<file path="src/rtl/naxi_slv_fifo.sv">
// Synchronous command FIFO used for the read and write command queues.
// Ports:
//   clk, rst     clock, synchronous active-low reset (pointers/count only)
//   push_i       write push_data_i when not full
//   pop_i        drop the head entry when not empty
//   head_o       current head entry (valid while !empty_o)
//   full_o       occupancy == DEPTH
//   empty_o      occupancy == 0
// full_o / empty_o depend only on the registered count, so a push on a full
// FIFO is refused even when a pop happens in the same cycle.
module naxi_slv_fifo #(
    parameter int WIDTH = 8,
    parameter int DEPTH = 4
) (
    input  logic             clk,
    input  logic             rst,
    input  logic             push_i,
    input  logic [WIDTH-1:0] push_data_i,
    input  logic             pop_i,
    output logic [WIDTH-1:0] head_o,
    output logic             full_o,
    output logic             empty_o
);

    localparam int AW = $clog2(DEPTH);

    logic [WIDTH-1:0] store_q [DEPTH];
    logic [AW-1:0]    wptr_q, wptr_d;
    logic [AW-1:0]    rptr_q, rptr_d;
    logic [AW:0]      cnt_q, cnt_d;
    logic             do_push, do_pop;

    assign full_o  = (cnt_q == (AW+1)'(DEPTH));
    assign empty_o = (cnt_q == '0);
    assign head_o  = store_q[rptr_q];
    assign do_push = push_i && !full_o;
    assign do_pop  = pop_i && !empty_o;

    always_comb begin
        wptr_d = wptr_q;
        rptr_d = rptr_q;
        cnt_d  = cnt_q;
        if (do_push) wptr_d = wptr_q + AW'(1);
        if (do_pop)  rptr_d = rptr_q + AW'(1);
        case ({do_push, do_pop})
            2'b10:   cnt_d = cnt_q + (AW+1)'(1);
            2'b01:   cnt_d = cnt_q - (AW+1)'(1);
            default: cnt_d = cnt_q;
        endcase
    end

    always_ff @(posedge clk) begin
        if (!rst) begin
            wptr_q <= '0;
            rptr_q <= '0;
            cnt_q  <= '0;
        end else begin
            wptr_q <= wptr_d;
            rptr_q <= rptr_d;
            cnt_q  <= cnt_d;
        end
    end

    always_ff @(posedge clk) begin
        if (do_push) store_q[wptr_q] <= push_data_i;
    end

endmodule

</file>
<file path="config.mk">
export PLATFORM = sky130hd
export DESIGN_NAME = naxi_slv_fifo
export DESIGN_NICKNAME = d
export VERILOG_FILES = /design/src/rtl/naxi_slv_fifo.sv
export SDC_FILE = /design/constraint.sdc
export NUM_CORES = 1
export LEC_CHECK = 0
export BUFFER_PORTS_ARGS = -buffer_cell sky130_fd_sc_hd__buf_4
export CAP_MARGIN = 5
export CORE_MARGIN = 2
export CORE_UTILIZATION = 57
export DETAILED_ROUTE_END_ITERATION = 6
export HOLD_SLACK_MARGIN = 0.02
export PLACE_DENSITY = 0.79
export SYNTH_ARGS = -nofsm -noshare
export SYNTH_HDL_FRONTEND = slang
export SYNTH_SLANG_ARGS = --single-unit
</file>
<file path="constraint.sdc">
create_clock -name clk -period 2.9 [get_ports clk]
set_input_delay 0.145 -clock clk [delete_from_list [all_inputs] [get_ports clk]]
set_output_delay 0.145 -clock clk [all_outputs]
set_load 0.02 [all_outputs]
</file>
---- Word-level counts from Yosys, hierarchy flattened ----
Memories as Yosys holds them, arrays and structs flattened. A register that Yosys moved wholly into a read port is not among the register bits.
Index checks and enable logic that the tools add are counted.
word-level totals
  flip-flop bits (word level) ............. 7
  memory bits (writable) .................. 32
  input port bits ......................... 12
  output and inout port bits .............. 10
  word-level logic and storage cells ...... 22
  memories ................................ 1
memories
  name     depth  width  read ports  clocked after Yosys merged registers in  wr ports  line  text
  store_q  4      8      1           1                                        1         27    logic [WIDTH-1:0] store_q [DEPTH];
operators by class
  add/sub/neg operators ................... 4
  eq/ne operators ......................... 3
  muxes and demuxes ....................... 5
  reductions and logical operators ........ 6
operator list
  cell                                               count
  case mux 3 bit (2 select lines)                    1
  adder 2 x 1 -> 2 bit (second input constant)       2
  2-to-1 mux 2 bit                                   2
  adder 3 x 1 -> 3 bit (second input constant)       1
  == test 3 bit (second input constant)              1
  logical NOT 3 bit                                  1
  subtractor 3 x 1 -> 3 bit (second input constant)  1
  == test 2 x 1 -> 1 bit (second input constant)     1
  == test 2 bit (second input constant)              1
  logical AND 1 bit                                  2
  logical NOT 1 bit                                  2
  2-to-1 mux 1 bit                                   2
  nonzero test 2 bit                                 1

---- Depth between registers and ports, before layout ----
Gate-level depths: netlist of run 1.
  depth in word-level cells ............... 5
  gate-level depth with buffers ........... 10
  depth with buffers taken out ............ 9

---- Worst setup path after synthesis of run 1 ----
Ideal clock, no wire load.
  kind .................................... register -> register
  start point ............................. reg cnt_q[2]
  end point ............................... reg cnt_q[2]
  library setup time ...................... 0.070 ns
  arrival time ............................ 2.140 ns
  data required time ...................... 2.830 ns
  setup slack ............................. 0.690 ns
  cell stages (with the launch flop) ...... 11
  path buffers ............................ 1
  clock period less this slack ............ 2.210 ns
  path through ............................ dfxtp_1 -> nor3b_2 -> nor2b_1 -> buf_2 -> inv_2 -> ha_1 -> inv_1 -> fa_1 -> xor2_1 -> or3_1 -> a21boi_1
on the way
  cells in the longest elaborated chain, start to end .. 5
  elaborated cells between the ends (all ways) .. 12
  those cells by class .................... 2 x add/sub; 3 x eq/ne; 1 x mux; 6 x reduce/logical
ends and longest elaborated chain
  item                                                                   line  text
  from (decl)                                                            30    logic [AW:0] cnt_q, cnt_d;
  from (signal assigned)                                                 60    cnt_q <= cnt_d;
  == test 3 bit *                                                        33    assign full_o = (cnt_q == (AW+1)'(DEPTH));
  named net full_o                                                       21    output logic full_o,
  logical NOT 1 bit *                                                    36    assign do_push = push_i && !full_o;
  logical AND 1 bit *                                                    36
  == test 2 x 1 -> 1 bit or == test 2 bit (tied branches)                45    case ({do_push, do_pop})
  case mux 3 bit (2 select lines) or nonzero test 2 bit (tied branches)  n/a
Mark *: on every way through the listed nets, which the timed path passes. The rest lies on a longest branch.
A chain may end at the register's enable or synchronous reset.

---- Worst setup path in the final report of run 1 ----
  start point ............................. reg cnt_q[2]
  end point ............................... reg cnt_q[2]
on the way
  cells in the longest elaborated chain, start to end .. 5
  elaborated cells between the ends (all ways) .. 12
  those cells by class .................... 2 x add/sub; 3 x eq/ne; 1 x mux; 6 x reduce/logical
ends and longest elaborated chain
  item                                                                   line
  == test 3 bit or logical NOT 3 bit (tied branches)                     33, 34
  logical NOT 1 bit, on equally long branches                            36, 37
  logical AND 1 bit, on equally long branches                            36, 37
  == test 2 x 1 -> 1 bit or == test 2 bit (tied branches)                45
  case mux 3 bit (2 select lines) or nonzero test 2 bit (tied branches)  n/a
Several ways; a longest one is shown, not always the timed one.

==> results of run 1 <==
[registers in the layout, indices dropped and copies added, names as in the netlist, named ones only]
| register | count |
|---|---|
| wptr_q | 2 |
| store_q | 32 |
| rptr_q | 2 |
| cnt_q | 3 |
[cell type report]
class	count	area [um2]
well taps	31	38.8
fillers	198	806
flip-flops and latches	41	1140
inverters	6	22.5
clock buffers	8	48.8
multi-input cells	45	463
repair buffers	29	238
[per-stage QoR]
step	hold WS (ns)	cell area, um2	utilization (%)	total power, W
floorplan	0.244	1640	-	0.00112
global placement	0.345	1820	66.1	0.00127
detailed placement	0.351	1820	66.1	0.00130
CTS	0.0792	1950	70.8	0.00157
global route	0.0793	1950	70.8	0.00165
finish	0.0827	1950	70.8	0.00156
[layer usage]
metal	part of all wire (%)	up-vias	track usage, %
met5	0	-	0
met4	2.0	0	6.64
met3	4.6	8	6.70
met2	49	19	30.2
met1	44	444	22.9
li1	-	417	-
[report_power, final]
| group | total [W] | leakage, nW | internal (W) | switching (W) |
|---|---|---|---|---|
| sequential | 0.000790 | 0.367 | 0.000718 | 0.0000724 |
| clock | 0.000266 | 0.0265 | 0.0000968 | 0.000169 |
| combinational | 0.000502 | 0.303 | 0.000249 | 0.000253 |
[worst max-delay path by stage]
| stage | from | to | slack [ns] | cells after the start |
|---|---|---|---|---|
| floorplan | cnt_q[2] | cnt_q[2] | 0.69 | 10 |
| CTS | cnt_q[2] | cnt_q[2] | 0.74 | 9 |
| detailed placement | cnt_q[2] | cnt_q[2] | 0.77 | 9 |
| global route | cnt_q[0] | cnt_q[2] | 0.58 | 8 |
| global placement | cnt_q[2] | cnt_q[2] | 0.93 | 9 |
| finish | cnt_q[2] | cnt_q[2] | 0.72 | 9 |
[what timing repair did]
item	CTS	global route
endpoints found under the hold margin	32	0
hold buffers	8	0
gates resized for setup	0	0
setup endpoints to repair	0	0
[critical path, delay by kind of cell, from the launching register on]
family	cells	cell delay (ns)
flip-flops	1	0.40
XOR/XNOR	1	0.16
adder cells (fa/ha/maj)	2	0.57
buffers and inverters	2	0.15
AND/OR/NAND/NOR	3	0.69
AO/OA/AOI/OAI	1	0.15
[placed cells by master, fill, tap and decap left out]
cell,instances
inv_2,1
fa_1,1
nor3b_2,1
edfxtp_1,32
nor3_2,1
clkbuf_1,3
nor2b_1,2
a21boi_1,2
or3_1,2
inv_1,5
dfxtp_1,9
nand2_1,7
dlygate4sd3_1,8
clkbuf_4,5
mux4_2,8
mux2i_1,2
nand4bb_1,1
and2_1,6
xor2_1,1
buf_4,21
xnor2_1,1
o21ai_0,5
ha_1,5
[logic make-up (layout without fill, tap and decap cells)]
group	Yosys count	count (layout)	synth area share [%]
flops	41	41	69.4
simple gates	20	20	7.46
buf+inv	10	43	2.44
mux	10	10	12.2
fa+ha+maj	6	6	5.02
compound gates	7	7	2.43
xor+xnor	2	2	1.07
==> flow_summary.toml, run 1 <==
[placement]
numPortBuffers = 21
hpwlAfterDp_um = 1800
place_ws_ns = 0.771
gp_congestion = 0.743
dp.cells = 144

[final_layout]
drive_above_1_share_pct = 28.7
diodes = 0
final_cell_count_no_fill = 160
nets = 146
area_growth_pct = 18.7

[synthesis]
synth-seq-area-share_pct = 69.4
synth_edf_count = 32
yosys.area.top_type_share_pct = 58.4
ys_ff_latch = 41
avgSynthCellArea_um2 = 17.1
synth_common_cells = "32 x edfxtp_1, 9 x dfxtp_1, 8 x mux4_2"
async_reset_ff_share_pct = 0
syn_nets = 114
syn_inst = 96
synth.distinct_cells = 21
yosysWarnings = 0
synth_most_common_cell = "edfxtp_1"
synth_area_leader_cell = "edfxtp_1"
synth_area_leaders = "edfxtp_1 58%, dfxtp_1 11%, mux4_2 11%"
ys.flop_type = "edfxtp_1"
synth_area_um2 = 1640

[setup_path]
crit_type = "flop to flop"
rr_worst_depth = 9
crit_chain = "nor3b_2 -> nor2b_1 -> inv_2 -> ha_1 -> inv_1 -> fa_1 -> xor2_1 -> or3_1 -> a21boi_1"
slowest_delay_ns = 0.40
r2r_end = "cnt_q[2]"
cp_data_arrival_time_ns = 2.46
required_ns = 3.18
r2r-start = "cnt_q[2]"
start_kind = "flop"
critPathSlowestCell = "dfxtp_1"
reg2reg_slack_ns = 0.72
worstPathMaxFanout = 7
cp-end-kind = "flop"

[global_route]
grt_usage_pct = 18.5
antenna_found_initial = 0
grt_overflow = 0
grt_max_degree = 12
grt_pass1_vias = 923
grt_pass1_wl_um = 4300

[die]
coreArea_um2 = 2760
placementRows = 19
ios = 22
fp.dieW_um = 57.7
chipHeight_um = 57.7
die_area_um2 = 3330
floorplan.initialDensity_pct = 59.6

[routing]
drc = 0
wl_per_cell_um = 16.9
drtAntennaViolNets = 0
via_per_inst = 5.55
drt-total-wl_um = 2700
num_vias = 888
dr.first_iter.drc_count = 19
first_pass_iters = 4

[timing]
finalHoldViolations = 0
fin_setup_tns_ns = 0
timing.final.crit_share_pct = 75.0
relSlewSlack_pct = 64.5
finalSetupViolCount = 0
rsz0062_at_grt = "false"
finalClockSkew_ns = 0.00832
post-route-min-period_ns = 2.18
tightest_slew_ns = 0.531
fmax_ghz = 0.460
slew_violations = 0
fin_ws_ns = 0.724

[clock_network]
clockBufferDepth = 2
cts_num_sinks = 41
cts_tree = "yes"
cts-root-buf = "clkbuf_4"
cts_htree_levels = 2
clk_pin_slew_ns = 0.11
insertion_delay_ns = 0.34
cts_setup_buffers = 0
numCtsBuffers = 5

[flow_run]
maxCapViolCount = 0

[power_and_ir_drop]
power.density_nw_per_um2 = 798
p_leak_nw = 0.697
ir_drop_uv = 670

[min_path]
min_to = "cnt_q[1]"
min_path_type = "input pin to flop"
hp-start = "rst"
whs_path_depth = 2

[outcome]
status = "finished, final reports clean"
Power figures use the tool's default switching activity.
==> run 2, diff against run 1 <==
CORE_UTILIZATION = 50   (was 57)
PLACE_DENSITY = 0.73   (was 0.79)
clock period = 2 ns   (was 2.9 ns; I/O delays follow)
==> run 2 against run 1 <==
Compared with the run above: power is 60% higher; die area grew 13%; combinational power grew 63%; critical path depth did not move; core utilization is 4.4 points lower; clock-buffer cell count down 1; cell area increased by 5.5%; final cell count grew 10%; clock power rose by 110%; via count decreased by 1.0%; first-iteration DRC count up 84%; fmax increased by 12%; largest power group unchanged; highest routed layer unchanged.
==> flow_summary.toml, run 2 (same netlist as run 1, synthesis figures left out) <==
[setup_path]
crit_type = "flop to flop"
worstPathMaxFanout = 4
start_kind = "flop"
cp_data_arrival_time_ns = 2.20
required_ns = 2.27
cp-end-kind = "flop"

[global_route]
grt_pass1_vias = 892
grt_pass1_wl_um = 4230
met1_usage_pct = 19.2
grt_usage_pct = 16.8
met3_usage_pct = 5.67
grt_util_met2_pct = 29.2
grt_overflow = 0
grt_max_degree = 13
antenna_found_initial = 0
top_usage_layer = "met2"

[min_path]
min_path_type = "input pin to flop"

[die]
coreArea_um2 = 3100
chipHeight_um = 61.3
die_area_um2 = 3760
fp.dieW_um = 61.3
ios = 22
placementRows = 20
floorplan.initialDensity_pct = 53.0

[flow_run]
maxCapViolCount = 0

[timing]
finalClockSkew_ns = 0.00935
fin_setup_tns_ns = 0
slew_violations = 0
rsz0062_at_grt = "true"
timing.final.crit_share_pct = 96.7
tightest_slew_ns = 0.442
post-route-min-period_ns = 1.93
finalSetupViolCount = 0
fmax_ghz = 0.517
finalHoldViolations = 0
relSlewSlack_pct = 70.5

[final_layout]
regMostFlops = "store_q"
area_growth_pct = 25.3
reg.largest.list = "store_q x32, cnt_q x3"
layout_commonest_cell = "edfxtp_1"
final_cell_mix = "32 x edfxtp_1, 24 x buf_4, 8 x mux4_2, 8 x dlygate4sd3_1, 7 x nand2_1"
drive_above_1_share_pct = 37.1
largest_reg_flops = 32
diodes = 0
nets = 149

[routing]
first_pass_iters = 4
via_per_inst = 4.99
drt-total-wl_um = 2700
dr.first_iter.drc_count = 35
num_vias = 879
drtAntennaViolNets = 0
wl_per_cell_um = 15.3
drc = 0

[clock_network]
clockBufferDepth = 2
cts_num_sinks = 41
cts_tree = "yes"
insertion_delay_ns = 0.34
clk_pin_slew_ns = 0.11
cts_htree_levels = 2
cts-root-buf = "clkbuf_4"
numCtsBuffers = 5

[outcome]
status = "finished, final reports clean"

[placement]
gp_congestion = 0.749
hpwlAfterDp_um = 1820
numPortBuffers = 21

[power_and_ir_drop]
design_power_total_w = 0.00250
ir_drop_uv = 701
power.density_nw_per_um2 = 1210
p_leak_nw = 0.734
[run 2: changes by cell type in the layout (fill, tap and decap cells not counted), sizes merged]
| cell | change |
|---|---|
| buf | +3 |
| bufinv | +1 |
| clkbuf | -1 |
[run 2: report_power, final]
part           internal [W]  total (W)  switching, W  leakage (nW)
clock network      0.000299   0.000550      0.000251        0.0455
registers           0.00105    0.00113     0.0000777         0.369
logic              0.000412   0.000818      0.000407         0.320
[run 2: final cells by class]
cell class / instances / area (um2)
flip-flops and latches: 41 / 1150
multi-input cells: 45 / 489
well taps: 44 / 55.1
clock buffers: 7 / 55.1
repair buffers: 32 / 260
fillers: 247 / 1040
clock inverters: 1 / 30.0
inverters: 6 / 22.5
[run 2: timing repair]
action,in CTS,in global routing
pin swaps,0,1
setup endpoints to repair,1,1
hold buffers,8,0
hold endpoints to repair,32,0
gates resized for setup,1,2
buffers inserted,0,1
[run 2: critical path, stage by stage, from the launching register on]
cell and delay [ns]:
dfxtp_2 0.39, nor3b_4 0.23, nor2b_2 0.07, inv_2 0.07, ha_4 0.13, inv_1 0.05, fa_2 0.34, xor2_1 0.16
or3_1 0.30, a21boi_1 0.12
[run 2: through the flow]
stage	setup slack (ns)	util, %	instances	hold WS (ns)	instance area, um2
after global placement	0.0902	60.6	159	0.301	1880
after detailed placement	0.00236	60.6	159	0.305	1880
after global routing	-0.0213	66.4	176	0.0312	2060
after floorplan	-0.0637	-	96	0.199	1670
after CTS	0.0474	66.0	175	0.0359	2050
final	0.0660	66.4	176	0.0463	2060
[run 2: worst paths after layout]
kind / start / to / slack, ns / cells past startpoint
max: cnt_q[2] / cnt_q[2] / 0.07 / 9
min: rst / cnt_q[1] / 0.05 / 2
max reg2reg: cnt_q[2] / cnt_q[2] / 0.07 / 9
min reg2reg: wptr_q[1] / wptr_q[1] / 0.51 / 2
[run 2: routing by layer]
layer  vias up  share of wire, %
met2        20                53
met5         -                 0
li1        426                 -
met3         4               4.2
met1       429                42
met4         0               1.0
==> run 3, diff against run 2 <==
CORE_UTILIZATION = 37   (was 50)
PLACE_DENSITY = unset   (was 0.73)
==> run 3 against run 2 <==
Compared with the run above: core utilization is 18 points lower; clock-buffer cell count is 2 lower; hold slack better by 0.057 ns; flip-flop and latch count stayed put; critical endpoint unchanged; clock skew is 0.0018 ns lower; register-to-register slack better by 0.04 ns; cell area is 1.3% higher; sequential power hardly changed; largest power group unchanged.
==> flow_summary.toml, run 3 (same netlist as run 1, synthesis figures left out) <==
[final_layout]
drive_above_1_share_pct = 36.6
reg.largest.list = "store_q x32, cnt_q x3"
fillers = 384
utilization_pct = 48.3
largest_reg_flops = 32
final_cell_mix = "32 x edfxtp_1, 23 x buf_4, 8 x mux4_2, 8 x dlygate4sd3_1, 7 x nand2_1"
layout_commonest_cell = "edfxtp_1"
regMostFlops = "store_q"
diodes = 0
area_growth_pct = 26.9
nets = 148

[clock_network]
cts-root-buf = "clkbuf_8"
cts_num_sinks = 41
cts_tree = "yes"
cts_htree_levels = 2
clk_pin_slew_ns = 0.08
numCtsBuffers = 5
cts_setup_buffers = 0
insertion_delay_ns = 0.29
clockBufferDepth = 2

[setup_path]
crit_family = "simple AND/OR/NAND/NOR gates"
worst-path-buf-inv = 2
start_kind = "flop"
worstPathMaxFanout = 4
required_ns = 2.22
critPathSlowestCell = "dfxtp_4"
reg2reg_slack_ns = 0.10
cp-end-kind = "flop"
slowest_delay_ns = 0.37
cp_data_arrival_time_ns = 2.12
crit_chain = "nor3b_4 -> nor2b_2 -> inv_2 -> ha_4 -> inv_1 -> fa_2 -> xor2_1 -> or3_1 -> a21boi_1"
crit_type = "flop to flop"

[routing]
dr.first_iter.drc_count = 47
drc = 0
num_vias = 860
first_pass_iters = 4
drtAntennaViolNets = 0
wl_per_cell_um = 14.1
via_per_inst = 4.70
drt-total-wl_um = 2590

[placement]
gp_congestion = 0.732
numPortBuffers = 21
hpwlAfterDp_um = 1780

[timing]
finalHoldViolations = 0
tightest_slew_ns = 0.473
fmax_ghz = 0.527
slew_violations = 0
timing.final.crit_share_pct = 94.8
finalClockSkew_ns = 0.00750
post-route-min-period_ns = 1.90
rsz0062_at_grt = "false"
relSlewSlack_pct = 68.4
finalSetupViolCount = 0
worst_hold_slack_ns = 0.103

[outcome]
status = "finished, final reports clean"

[global_route]
antenna_found_initial = 0
grt_overflow = 0
grt_pass1_wl_um = 4280
grt_pass1_vias = 929
grt_usage_pct = 11.8
grt_max_degree = 14

[die]
placementRows = 24
fp.dieW_um = 70.7
ios = 22
floorplan.initialDensity_pct = 38.0
chipHeight_um = 70.7
die_area_um2 = 4990
coreArea_um2 = 4320

[flow_run]
maxCapViolCount = 0

[power_and_ir_drop]
power.density_nw_per_um2 = 1230
p_leak_nw = 0.735
ir_drop_uv = 410

[min_path]
min_path_type = "input pin to flop"
==> run 3: cell count changes in the layout (fill, tap and decap cells not counted), sizes merged <==
| cell | before | now |
|---|---|---|
| clkbuf | 7 | 5 |
| buf | 24 | 23 |
| clkinv | 0 | 1 |
| clkinvlp | 0 | 1 |
==> run 3: timing repair <==
item	CTS	global route
hold endpoints to repair	32	0
hold buffers	8	0
pin swaps	0	0
endpoints found under the setup margin	1	1
gates resized for setup	1	2
==> run 3: worst paths after layout <==
path | startpoint | to | cells after the start
min reg2reg | wptr_q[1] | wptr_q[1] | 2
max reg2reg | cnt_q[0] | cnt_q[2] | 9
min | rst | cnt_q[0] | 2
max | cnt_q[0] | cnt_q[2] | 9
==> run 3: final cells by class <==
cell class,count,area (um2),share of cell area (%)
Clock inverter,3,41.3,1.98
Inverter,6,22.5,1.08
Multi-Input combinational cell,45,489,23.4
Timing Repair Buffer,31,253,12.1
Sequential cell,41,1150,55.0
Tap cell,52,65.1,3.12
Clock buffer,5,68.8,3.30
==> run 3: per-stage QoR <==
stage | total power (W) | instances | cell area [um2] | setup WS, ns | TNS, ns
global route | 0.00273 | 183 | 2090 | 0.00526 | 0
global placement | 0.00192 | 167 | 1890 | 0.0842 | 0
CTS | 0.00260 | 183 | 2080 | 0.0691 | 0
floorplan | 0.00167 | 96 | 1670 | -0.0637 | -0.0637
detailed placement | 0.00194 | 167 | 1890 | -0.0150 | -0.0150
finish | 0.00257 | 183 | 2090 | 0.104 | 0
==> run 3: report_power, final <==
part | leakage [nW] | switching, W | internal [W] | total [W]
sequential | 0.369 | 0.0000753 | 0.00105 | 0.00113
clock | 0.0518 | 0.000276 | 0.000367 | 0.000643
combinational | 0.314 | 0.000399 | 0.000402 | 0.000801
==> run 3: per-layer routing <==
metal	vias to the layer above	share of wire [%]	track usage, %
met5	-	0	0
met3	5	4.5	2.99
li1	422	-	-
met1	417	39	12.8
met4	0	2.0	6.92
met2	16	55	20.6
==> run 3: worst register-to-register path: cells and delay by family, from the launching register on <==
kind / cells / cell delay, ns
AOI/OAI and AO/OA: 1 / 0.12
xor gates and xnor gates: 1 / 0.15
adders and majority gates: 2 / 0.47
buffers and inverters: 2 / 0.12
DFF: 1 / 0.37
and+or+nand+nor: 3 / 0.61
